==> src/rtl/lsu_issue_buffer.sv <==
// LSU issue buffer: in-order uop FIFO feeding a single-outstanding D-cache request/response FSM.
// Optional LSU_BYPASS_EN: an empty idle buffer forwards the issued uop to the D-cache in the same cycle.

package lsu_issue_buffer_pkg;
  typedef struct packed {
    logic        valid;
    logic        is_load;
    logic [5:0]  tag;
    logic [31:0] addr;
  } uop_t;
endpackage

module lsu_issue_buffer
  import lsu_issue_buffer_pkg::*;
#(
  parameter int unsigned DEPTH  = 4,
  parameter int unsigned DATA_W = 32
) (
  input  logic              clk,
  input  logic              rst,
  input  logic              flush,
  input  logic              issue_en,
  input  uop_t              issue_info,
  output logic              lsu_busy,
  output logic              lsu_half_full,
  output logic              dc_req_valid,
  input  logic              dc_req_ready,
  output uop_t              dc_req_uop,
  input  logic              dc_resp_valid,
  input  logic [DATA_W-1:0] dc_resp_data,
  output logic              wb_valid,
  output uop_t              wb_uop,
  output logic [DATA_W-1:0] wb_data
);

  localparam int unsigned PTR_W = $clog2(DEPTH);
  localparam int unsigned CNT_W = PTR_W + 1;

  typedef enum logic [1:0] {
    S_IDLE  = 2'd0,
    S_WAIT  = 2'd1,
    S_DRAIN = 2'd2
  } state_e;

  state_e            state_q, state_d;
  logic [CNT_W-1:0]  count_q, count_d;
  logic [PTR_W-1:0]  rd_ptr_q, rd_ptr_d;
  logic [PTR_W-1:0]  wr_ptr_q, wr_ptr_d;
  logic              wb_valid_q, wb_valid_d;
  uop_t              wb_uop_q, wb_uop_d;
  logic [DATA_W-1:0] wb_data_q, wb_data_d;
  uop_t              mem_q [DEPTH];

  logic full, empty, push, pop, hs, req_valid_c;
  uop_t head, req_uop_c;

  assign full  = (count_q == CNT_W'(DEPTH));
  assign empty = (count_q == '0);
  assign head  = mem_q[rd_ptr_q];

  // Request decode, FIFO bookkeeping, writeback capture and next state.
  always_comb begin
    state_d     = state_q;
    count_d     = count_q;
    rd_ptr_d    = rd_ptr_q;
    wr_ptr_d    = wr_ptr_q;
    wb_valid_d  = 1'b0;
    wb_uop_d    = '0;
    wb_data_d   = '0;
    req_valid_c = 1'b0;
    req_uop_c   = '0;

    if (state_q == S_IDLE) begin
      if (!empty) begin
        req_valid_c = 1'b1;
        req_uop_c   = head;
      end
`ifdef LSU_BYPASS_EN
      else if (issue_en && !flush) begin
        req_valid_c = 1'b1;
        req_uop_c   = issue_info;
      end
`endif
    end

    hs   = req_valid_c && dc_req_ready;
    pop  = (state_q == S_WAIT) && dc_resp_valid && !flush;
    // A full buffer still takes an issue when the head retires in the same cycle.
    push = issue_en && !flush && (!full || pop);

    unique case (state_q)
      S_IDLE:  if (hs) state_d = S_WAIT;
      S_WAIT:  if (dc_resp_valid) state_d = S_IDLE;
      S_DRAIN: if (dc_resp_valid) state_d = S_IDLE;
      default: state_d = S_IDLE;
    endcase

    if (pop) begin
      wb_valid_d = 1'b1;
      wb_uop_d   = head;
      wb_data_d  = head.is_load ? dc_resp_data : '0;
    end

    if (flush) begin
      count_d  = '0;
      rd_ptr_d = '0;
      wr_ptr_d = '0;
      // Any request still in flight must have its response swallowed.
      if ((state_q != S_IDLE || hs) && !dc_resp_valid) state_d = S_DRAIN;
      else                                             state_d = S_IDLE;
    end else begin
      count_d = count_q + CNT_W'(push) - CNT_W'(pop);
      if (push) wr_ptr_d = wr_ptr_q + PTR_W'(1);
      if (pop)  rd_ptr_d = rd_ptr_q + PTR_W'(1);
    end
  end

  always_ff @(posedge clk or negedge rst) begin
    if (!rst) begin
      state_q    <= S_IDLE;
      count_q    <= '0;
      rd_ptr_q   <= '0;
      wr_ptr_q   <= '0;
      wb_valid_q <= 1'b0;
      wb_uop_q   <= '0;
      wb_data_q  <= '0;
    end else begin
      state_q    <= state_d;
      count_q    <= count_d;
      rd_ptr_q   <= rd_ptr_d;
      wr_ptr_q   <= wr_ptr_d;
      wb_valid_q <= wb_valid_d;
      wb_uop_q   <= wb_uop_d;
      wb_data_q  <= wb_data_d;
    end
  end

  // Storage needs no reset: entries are only read once count covers them.
  always_ff @(posedge clk) begin
    if (push) mem_q[wr_ptr_q] <= issue_info;
  end

  assign lsu_busy      = full;
  assign lsu_half_full = (count_q >= CNT_W'(DEPTH / 2));
  assign dc_req_valid  = req_valid_c;
  assign dc_req_uop    = req_uop_c;
  assign wb_valid      = wb_valid_q;
  assign wb_uop        = wb_uop_q;
  assign wb_data       = wb_data_q;

  a_no_drop: assert property (@(posedge clk) disable iff (!rst)
    !(issue_en && !flush && full && !pop));
  a_no_idle_resp: assert property (@(posedge clk) disable iff (!rst)
    !(state_q == S_IDLE && dc_resp_valid));

endmodule

==> config.mk <==
export PLATFORM = sky130hd
export DESIGN_NAME = lsu_issue_buffer
export DESIGN_NICKNAME = d
export VERILOG_FILES = /design/src/rtl/lsu_issue_buffer.sv
export SDC_FILE = /design/constraint.sdc
export NUM_CORES = 1
export LEC_CHECK = 0
export ABC_AREA = 1
export CAP_MARGIN = 20
export CORE_MARGIN = 2
export CORE_UTILIZATION = 55
export CTS_BUF_LIST = sky130_fd_sc_hd__clkbuf_4
export DETAILED_ROUTE_END_ITERATION = 16
export PLACE_DENSITY = 0.94
export SLEW_MARGIN = 25
export SYNTH_ARGS = -nofsm -noshare
export SYNTH_HDL_FRONTEND = slang
export SYNTH_SLANG_ARGS = --single-unit
==> constraint.sdc <==
create_clock -name clk -period 9.3 [get_ports clk]
set_input_delay 2.325 -clock clk [delete_from_list [all_inputs] [get_ports clk]]
set_output_delay 2.325 -clock clk [all_outputs]
set_load 0.01 [all_outputs]
* After elaboration in Yosys (flattened, before gate mapping) *
Memory sizes are Yosys's and may differ from the RTL's.
Index checks and enable logic that the tools add are counted.

cells by class
  $add $sub $neg = 4
  eq/ne operators = 5
  muxes and demuxes = 20
  reductions and logical operators = 18
  $lt $le $gt $ge = 1

operators by type and width
  operator                                              count
  two-way mux 40 bit                                    3
  two-way mux 32 bit                                    2
  two-way mux 2 bit                                     8
  logical AND 1 bit                                     6
  nonzero test 2 bit                                    3
  two-way mux 1 bit                                     5
  adder 2 x 1 -> 2 bit (second input constant)          2
  one-hot mux 2 bit (2 select lines)                    1
  adder 3 x 1 -> 3 bit                                  1
  equality test 3 bit (second input constant)           1
  >= comparator 3 x 2 -> 1 bit (second input constant)  1
  logical NOT 1 bit                                     3
  logical NOT 3 bit                                     1
  two-way mux 3 bit                                     1
  != test 3 x 1 -> 1 bit (second input constant)        1
  != test 3 bit (second input constant)                 1
  subtractor 3 x 1 -> 3 bit                             1
  equality test 2 x 1 -> 1 bit (second input constant)  1
  equality test 2 bit (second input constant)           1
  logical NOT 2 bit                                     1
  logical OR 1 bit                                      2
  AND reduction 2 bit                                   1
  OR reduction 2 bit                                    1

word-level totals
  bits in writable memories = 160
  output and inout bits = 116
  register bits = 82
  memories = 1
  word-level logic and storage cells = 59

memories
  memory  words  bits a word  rd ports  clocked after Yosys merged registers in  write ports  RTL line  text
  mem_q   4      40           1         0                                        1            52        uop_t mem_q [DEPTH];

* Logic depth before layout (Yosys ltp) *
  word-level depth = 8
  gate-level depth with buffers = 11
  gate-level depth less buffers = 11

* Least setup slack after synthesis *
No wires, ideal clock.

  kind = in2reg
  start point = input dc_resp_valid
  end point = memory mem_q[0][0] in the netlist's numbering, enable pin
  library setup time = 0.438 ns
  buffers on the path = 0
  data arrival time = 4.346 ns
  data required time = 8.862 ns
  cell stages on the path = 4
  setup slack = 4.517 ns
  cells stage by stage = nand2_1 > nand4_1 > nand2_1 > nor2_1

on the way
  longest elaborated chain between the ends = 6

RTL lines
  item                                     RTL line  text
  start: declaration                       29        input logic dc_resp_valid,
  logical AND 1 bit (2 in series)          87        pop = (state_q == S_WAIT) && dc_resp_valid && !flush;
  logical OR 1 bit                         89        push = issue_en && !flush && (!full || pop);
  logical AND 1 bit                        89
  two-way mux 1 bit                        140       if (push) mem_q[wr_ptr_q] <= issue_info;
  two-way mux 1 bit (implied by the code)  140
  end: declaration                         52

Every way passes these cells.

==> impl_metrics.ini <==
[routing]
drt_iter0_drc = 310
route.met2.wl_um = 10500
top_layer_used = met4
drt_wl_total_um = 20200
wl_met1_um = 7880
drc = 0
wl_per_cell_um = 15.9
viasPerCell = 5.00
num_vias = 6332
antenna_left = 0
route.met3.wl_um = 1440
dr.pass1.iters = 5

[global_routing]
track_usage_pct = 23.1
grt-ovfl-total = 0
grt_pass1_vias = 6488
grt_pass1_wl_um = 31800
grt_max_degree = 82
antenna_found_initial = 0

[timing]
finClkSkew_ns = 0.0272
max_freq_mhz = 174
worstMarginPinSlew_ns = 0.996
tns_ns = 0
min_period_over_period_pct = 61.6
finalCriticalPeriod_ns = 5.73
final_max_slew_viol_count = 0
setup_viol = 0
slew_headroom_pct = 33.4
hold-worst-slack_ns = 0.507
setup_slack_ns = 3.57
hold_violations = 0
rsz0062_at_grt = no

[setup_path]
crit_arrival_ns = 3.41
rrSetupSlack_ns = 6.60
cp_max_fo = 42
r2r-start = state_q[1]$_DFFE_PN0P_
cp-end-kind = output pin
start_kind = flip-flop
worstRegToRegCells = 11
timing.rr.end = count_q[2]$_DFF_PN0_
crit_type = flip-flop to output pin
required_ns = 6.98

[clock_network]
cts_tree = done
cts_hold_buf = 0
cts_htree_levels = 2
clock_sinks = 242
cts_setup_buffers = 0
clk_pin_slew_ns = 0.07
numCtsBuffers = 59
clockRootBuffer = clkbuf_4
clkLatencyLatePin_ns = 0.64
cts_resized = 0
cts_buffer_depth = 3

[logic_synthesis]
synth.avg_cell_area_um2 = 11.9
ys_seq_elements = 242
synth.distinct_cells = 25
syn_nets = 860
synth.area.top_cells = edfxtp_1 (52%), dfrtp_1 (22%), nand2_1 (8.7%)
yosysSeqAreaShare_pct = 74.8
netlist_area_mm2 = 0.00916
netlist.area_leader.share_pct = 52.4
yosys.area.top_type = edfxtp_1
netlist_instances = 773
synth_warnings = 0

[placement]
hpwl_um = 12100
io_buffers = 193
dp_slack_ns = 4.24
routabilityCongestion = 0.744

[cells_and_area]
layout_common_cells = nand2_1 (211), clkdlybuf4s50_1 (192), edfxtp_1 (160)
drive_gt1_share_pct = 11.8
nets = 1084
syn2layout_area_growth_pct = 31.4
final_common_cell = nand2_1

[die]
die_y_um = 133
io_pins = 194
start_util_pct = 55.8
coreArea_mm2 = 0.0164
rows = 47
die_x_um = 133
dieArea_mm2 = 0.0177

[power]
powerDensity_mw_per_mm2 = 224
ir_worst_vdd_mv = 0.136
finalPower_mw = 2.70
leakage_nw = 5.06

[min_path]
min_path_type = flip-flop to flip-flop
min_to = state_q[1]$_DFFE_PN0P_
holdPathStages = 2
worstHoldStart = state_q[1]$_DFFE_PN0P_

[outcome]
status = finished clean

[job]
drv_cap = 0
## synthesized netlist by cell type (all sizes together)
| library cell | number |
|---|---|
| ha | 8 |
| inv | 52 |
| nand3 | 87 |
| fa | 1 |
| clkinv | 1 |
| a21oi | 3 |
| a21boi | 1 |
| edfxtp | 160 |
| nand2 | 213 |
| buf | 30 |
| clkbuf | 6 |
| nand4 | 2 |
| o31ai | 1 |
| nor3 | 1 |
| o21ai | 3 |
| xor2 | 1 |
| nor2 | 121 |
| dfrtp | 82 |
## flip-flops by register name (all words and copies together) (netlist names)
name,flops
mem_q,160
state_q,2
wb_data,32
wb_uop,40
wb_valid,1
wr_ptr_q,2
rd_ptr_q,2
count_q,3
## cell families (layout without fill, tap and decap cells)
kind of cell / after synthesis / in the layout / synth area share (%)
DFF: 242 / 242 / 74.8
and+or+nand+nor: 424 / 424 / 18.9
buffers and inverters: 89 / 362 / 4.37
xor gates and xnor gates: 1 / 1 / 0.0956
adders and majority gates: 9 / 9 / 1.31
AOI/OAI and AO/OA: 8 / 8 / 0.492
other: 0 / 1 / 0
## worst max-delay path, stage by stage, from the launching register on
cell             delay (ns)
dfrtp_2                1.01
inv_2                  0.60
nand3_1                0.26
nand2_1                0.11
nor2_1                 0.14
clkdlybuf4s50_1        0.59
## per-layer routing
layer	up-vias	GRT usage (%)
li1	3034	-
met1	3002	27.3
met2	262	40.2
met3	34	6.17
met4	0	9.26
met5	-	0
## metrics by stage
stage / util [%] / area (um2) / cells
6_report: 73.4 / 12000 / 1267
5_1_grt: 73.4 / 12000 / 1266
4_1_cts: 73.4 / 12000 / 1266
3_5_place_dp: 68.6 / 11200 / 1156
3_3_place_gp: 68.6 / 11200 / 1156
2_1_floorplan: - / 9160 / 773
## worst max path at each step
stage	startpoint	endpoint	slack, ns	depth (start not counted)
final	rd_ptr_q[1]$_DFFE_PN0P_	dc_req_uop[11]	3.57	5
after global placement	rd_ptr_q[1]$_DFFE_PN0P_	dc_req_uop[38]	4.37	5
after detailed placement	rd_ptr_q[1]$_DFFE_PN0P_	dc_req_uop[0]	4.24	5
after floorplan	dc_resp_valid	mem_q[0][0]$_DFFE_PP_	4.52	4
after CTS	rd_ptr_q[1]$_DFFE_PN0P_	dc_req_uop[11]	3.50	5
after global routing	rd_ptr_q[1]$_DFFE_PN0P_	dc_req_uop[11]	3.43	5
## power by group
group	internal (mW)	total, mW	switching (mW)
combinational	0.256	0.589	0.334
sequential	1.22	1.24	0.0200
clock	0.481	0.876	0.395
total	1.95	2.70	0.749
## final cells by class
class	instances	area, um2
Sequential cell	242	6860
Fill cell	1067	4370
Timing Repair Buffer	199	1970
Multi-Input combinational cell	442	1940
Clock buffer	100	751
Tap cell	220	275
Inverter	53	201
Clock inverter	10	38.8
Antenna cell	1	2.50
(Power assumes the default switching activity.)
==> RTL edit 1, RTL diff (same settings) <==
Add a define of `LSU_BYPASS_EN`.
--- a/src/rtl/lsu_issue_buffer.sv
+++ b/src/rtl/lsu_issue_buffer.sv
@@ -1,4 +1,6 @@
 // LSU issue buffer: in-order uop FIFO feeding a single-outstanding D-cache request/response FSM.
 // Optional LSU_BYPASS_EN: an empty idle buffer forwards the issued uop to the D-cache in the same cycle.
+
+`define LSU_BYPASS_EN
 
 package lsu_issue_buffer_pkg;
Behaviour: not the same (a bounded check fails within 4 cycles, from zero or initial values and one cycle with rst low).
==> RTL edit 1 against the unedited design <==
Sequential power hardly changed. Setup slack lost 1100 ps. Routed wire length increased by 15%. Sequential cell count did not move. Core utilization is 1.3 points lower. Total power rose by 6.4%. Synthesized area increased by 5.7%. Highest routed layer unchanged. Clock skew up 6.2 ps. Design area is 3.1% higher.
==> RTL edit 1: results (changes against the unedited design) <==
| Metric | Value |
|---|---|
| Syn Nets | 945 (+9.9%) |
| ClkCell Share | 0.0583 (-0.00723) |
| DRT met1 WL | 8630 µm (+9.6%) |
| Netlist cell types | 28 (+12%) |
| Met3 Wirelength | 1730 µm (+20%) |
| Antenna violations before repair | 1 (+1) |
| Routability Congestion | 0.839 (+13%) |
| Multi-In Gates | 517 (+17%) |
| Status | complete, no violations |
| Data arrival, critical path | 4490 ps (+1080 ps) |
| Total routed wirelength | 23,300 µm (+15%) |
| Routing usage on met2 | 0.462 (+0.0601) |
| Worst VDD drop | 140 µV (+3.0%) |
| CTS buffer count | 57 (-3.4%) |
| Top cells by area, synth | edfxtp_1, dfrtp_1, nand2_1 |
| Critical Path Sink | dc_req_uop[15] |
| 1st-iter DRT viols | 434 (+40%) |
| Clock Skews | 33.3 ps (+6.17 ps) |
| Avg Cell Area, Syn | 11.3 µm² (-4.8%) |
| R2R depth | 12 (+1) |
| Clock buffers | 77 (-23%) |
| Multi-input combinational area share | 0.190 (+0.0289) |
| Yosys warns | 0 (unchanged) |
| Clock Latency Late Sink | 660 ps (+20 ps) |
| Met1 usage | 0.292 (+0.0189) |
| Static leakage | 5.13 nW (+1.5%) |
| Total vias in the final route | 7,138 (+13%) |
| Worst-margin pin slew | 914 ps (-82.4 ps) |
| Non-CTS buffers | 200 (+0.50%) |
| Inverters, non-clock | 55 (+3.8%) |
| Setup crit start | flush |
| HPWL after DPL | 14,100 µm (+16%) |
| Nets | 1,160 (+7.0%) |
| WL met2 | 12,500 µm (+19%) |
| Worst-path fanout max | 33 (-21%) |
| Post-synthesis sequential area ratio | 0.708 (-0.0404) |
| Synth top area share | 0.496 (-0.0283) |
| Fill count | 1,151 (+7.9%) |
| Switching share of power | 0.316 (+0.0392) |
| Fin cells | 1,347 (+6.3%) |
| Pre-CTS WS | 2470 ps (-1770 ps) |
| Vias in the first global route | 7,241 (+12%) |
| Hold endpoint | state_q[1]$_DFFE_PN0P_ |
| Flop2flop setup slack | 6570 ps (-30 ps) |
| Signal buf overhead | 0.160 (-0.00437) |
| Layout cells sized above 1 | 0.101 (-0.0168) |
==> RTL edit 1: metrics by stage <==
step / util / cell area, µm²
floorplan: - / 9690
global placement: 0.678 / 11700
detailed placement: 0.678 / 11700
CTS: 0.720 / 12400
global route: 0.720 / 12400
finish: 0.720 / 12400
==> RTL edit 1: power groups by stage <==
stage	sequential [mW]	clock (mW)	combinational [mW]
after detailed placement	1.26	0	0.810
after global placement	1.26	0	0.781
after CTS	1.24	0.843	0.813
after global routing	1.24	0.899	0.879
final	1.24	0.824	0.810
after floorplan	1.27	0	0.447
==> RTL edit 1: worst max-delay path, cell delays in order <==
cell             delay [ps]
clkdlybuf4s50_1         520
inv_2                   170
nand2_4                 100
nor2_8                  460
nand2_1                 120
a21oi_1                 200
clkdlybuf4s50_1         580
==> RTL edit 1: cells by family after synthesis <==
kind of cell	synth area share
DFF	0.708
buffers and inverters	0.0518
and+or+nand+nor	0.195
adders and majority gates	0.0124
AOI/OAI and AO/OA	0.0324
==> RTL edit 2, RTL diff (config.mk and constraints unchanged) <==
Made on the original files. Take the reset off `wb_data_q` and load it in a clocked block of its own.
--- a/src/rtl/lsu_issue_buffer.sv
+++ b/src/rtl/lsu_issue_buffer.sv
@@ -124,5 +124,4 @@
       wb_valid_q <= 1'b0;
       wb_uop_q   <= '0;
-      wb_data_q  <= '0;
     end else begin
       state_q    <= state_d;
@@ -132,6 +131,9 @@
       wb_valid_q <= wb_valid_d;
       wb_uop_q   <= wb_uop_d;
-      wb_data_q  <= wb_data_d;
     end
+  end
+
+  always_ff @(posedge clk) begin
+    wb_data_q <= wb_data_d;
   end
 
Check against the original RTL: differs if rst is asserted again (counterexample within 4 cycles, from zero or initial values and one cycle with rst low); with rst held inactive, the same outputs for 4 cycles.
==> RTL edit 2 against the unedited design <==
Critical path type unchanged. Via count is 1.7% higher. Largest power group unchanged. Total power increased by 1.1%. Setup slack better by 32 ps. Highest routed layer unchanged. Synthesized area is 1.4% lower. Design area is 0.67% lower. Sequential cell count is the same. Routed wire length grew 5.0%.
==> RTL edit 2: results (changes against the unedited design) <==
| Metric | Value |
|---|---|
| Post-CTS Resized | 0 (unchanged) |
| Fill count | 1,020 (-4.4%) |
| Clock Skews | 33.6 ps (+6.39 ps) |
| First-pass GRT wire length | 33,600 µm (+5.6%) |
| Crit-path max cell delay | 720 ps (-290 ps) |
| HPWL after DPL | 12,500 µm (+3.0%) |
| Netlist cell types | 23 (-8.0%) |
| Syn Nets | 863 (+0.35%) |
| Flop2flop setup slack | 6470 ps (-130 ps) |
| Number of synthesized flops with an enable pin | 160 (unchanged) |
| Slowest library cell on the worst path | dfrtp_4 |
| R2R depth | 12 (+1) |
| Post-synthesis sequential area ratio | 0.741 (-0.00705) |
| Routed WL per cell | 16.7 µm (+5.1%) |
| Post-CTS setup buffer count | 0 (unchanged) |
| Pin count of the biggest net entering global routing | 74 (-9.8%) |
| Max-cap violations | 0 (unchanged) |
| Antenna violations before repair | 1 (+1) |
| Inst Count DP | 1,155 (-0.087%) |
| Worst relative slew slack | 0.377 (+0.0430) |
| Worst-path fanout max | 73 (+74%) |
| Clk slew on worst S/H paths | 70 ps (about the same) |
| Vias in the first global route | 6,697 (+3.2%) |
| Static leakage | 4.85 nW (-4.1%) |
| Routability Congestion | 0.768 (+3.3%) |
| CTS buffer count | 58 (-1.7%) |
| Fin cells | 1,266 (-0.079%) |
| Status | complete, no violations |
| Top cells by area, synth | edfxtp_1, dfrtp_1, nor2_1 |
| Nets | 1,086 (+0.18%) |
| Data arrival, critical path | 3380 ps (-30 ps) |
| H-tree levels | 2 (unchanged) |
| Post-synth top cells | nor2_1, edfxtp_1, inv_1, o21ai_0, nand2_1 |
| Clock Latency Late Sink | 670 ps (+30 ps) |
| Placement Cell Area | 11,100 µm² (-1.1%) |
| GRT Total Usage | 0.246 (+0.0151) |
| Post-synth ARST share | 0.207 (-0.132) |
| Setup crit start | rd_ptr_q[0]$_DFFE_PN0P_ |
| Vias per cell | 5.09 (+1.8%) |
| Psw | 753 µW (+0.60%) |
| Worst VDD drop | 155 µV (+14%) |
| Layout cells sized above 1 | 0.112 (-0.00510) |
| Avg Cell Area, Syn | 11.6 µm² (-1.8%) |
| 1st-iter DRT viols | 531 (+71%) |
| Critical Path Sink | dc_req_uop[3] |
RTL edit 2: power groups by stage:
| stage | logic (mW) | clock network (mW) | registers [mW] |
|---|---|---|---|
| after floorplan | 0.273 | 0 | 1.27 |
| after global placement | 0.512 | 0 | 1.27 |
| after detailed placement | 0.538 | 0 | 1.28 |
| after CTS | 0.543 | 0.956 | 1.25 |
| after global routing | 0.589 | 1.01 | 1.26 |
| final | 0.540 | 0.938 | 1.25 |
RTL edit 2: worst min path at each step:
| stage | start | endpoint | slack, ps | cells past startpoint |
|---|---|---|---|---|
| floorplan | state_q[1]$_DFFE_PN0P_ | state_q[1]$_DFFE_PN0P_ | 440 | 2 |
| global placement | state_q[1]$_DFFE_PN0P_ | state_q[1]$_DFFE_PN0P_ | 460 | 2 |
| detailed placement | state_q[1]$_DFFE_PN0P_ | state_q[1]$_DFFE_PN0P_ | 470 | 2 |
| CTS | state_q[1]$_DFFE_PN0P_ | state_q[1]$_DFFE_PN0P_ | 490 | 2 |
| global route | state_q[1]$_DFFE_PN0P_ | state_q[1]$_DFFE_PN0P_ | 510 | 2 |
| finish | state_q[1]$_DFFE_PN0P_ | state_q[1]$_DFFE_PN0P_ | 490 | 2 |
RTL edit 2: layout make-up:
| cell class | count | area (µm²) | share of cell area |
|---|---|---|---|
| flip-flops and latches | 242 | 6700 | 0.560 |
| repair buffers | 199 | 1970 | 0.165 |
| multi-input cells | 404 | 1830 | 0.153 |
| clock buffers | 91 | 683 | 0.0571 |
| inverters | 94 | 353 | 0.0295 |
| well taps | 216 | 270 | 0.0226 |
| clock inverters | 19 | 151 | 0.0127 |
| diodes | 1 | 2.50 | 0.000209 |
RTL edit 2: worst max-delay path: cells and delay by family, from the launching register on:
family,cells,cell delay [ps]
AND/OR/NAND/NOR,2,350
flip-flops,1,720
buffers and inverters,2,1230
AO/OA/AOI/OAI,2,340
RTL edit 2: through the flow:
stage	hold slack [ps]	setup WS, ps	total power, mW
detailed placement	472	4240	1.81
floorplan	442	4560	1.54
finish	485	3600	2.73
global route	515	3370	2.86
CTS	487	3570	2.75
global placement	458	4410	1.78
RTL edit 2: kinds of logic (layout without fill, tap and decap cells):
| logic type | Yosys count | count (layout) | synth area share |
|---|---|---|---|
| simple gates | 269 | 269 | 0.115 |
| flops | 242 | 242 | 0.741 |
| compound gates | 126 | 126 | 0.0704 |
| fa+ha+maj | 9 | 9 | 0.0133 |
| buf+inv | 130 | 403 | 0.0604 |
| other cells | 0 | 1 | 0 |
RTL edit 2: metal layers:
metal  GRT usage  vias to the layer above  wire length (µm)
met4       0.117                        0               600
met3      0.0496                       44              1220
met2       0.435                      258             11300
met1       0.287                     3113              8060
met5           0                        -                 0
li1            -                     3025                 -
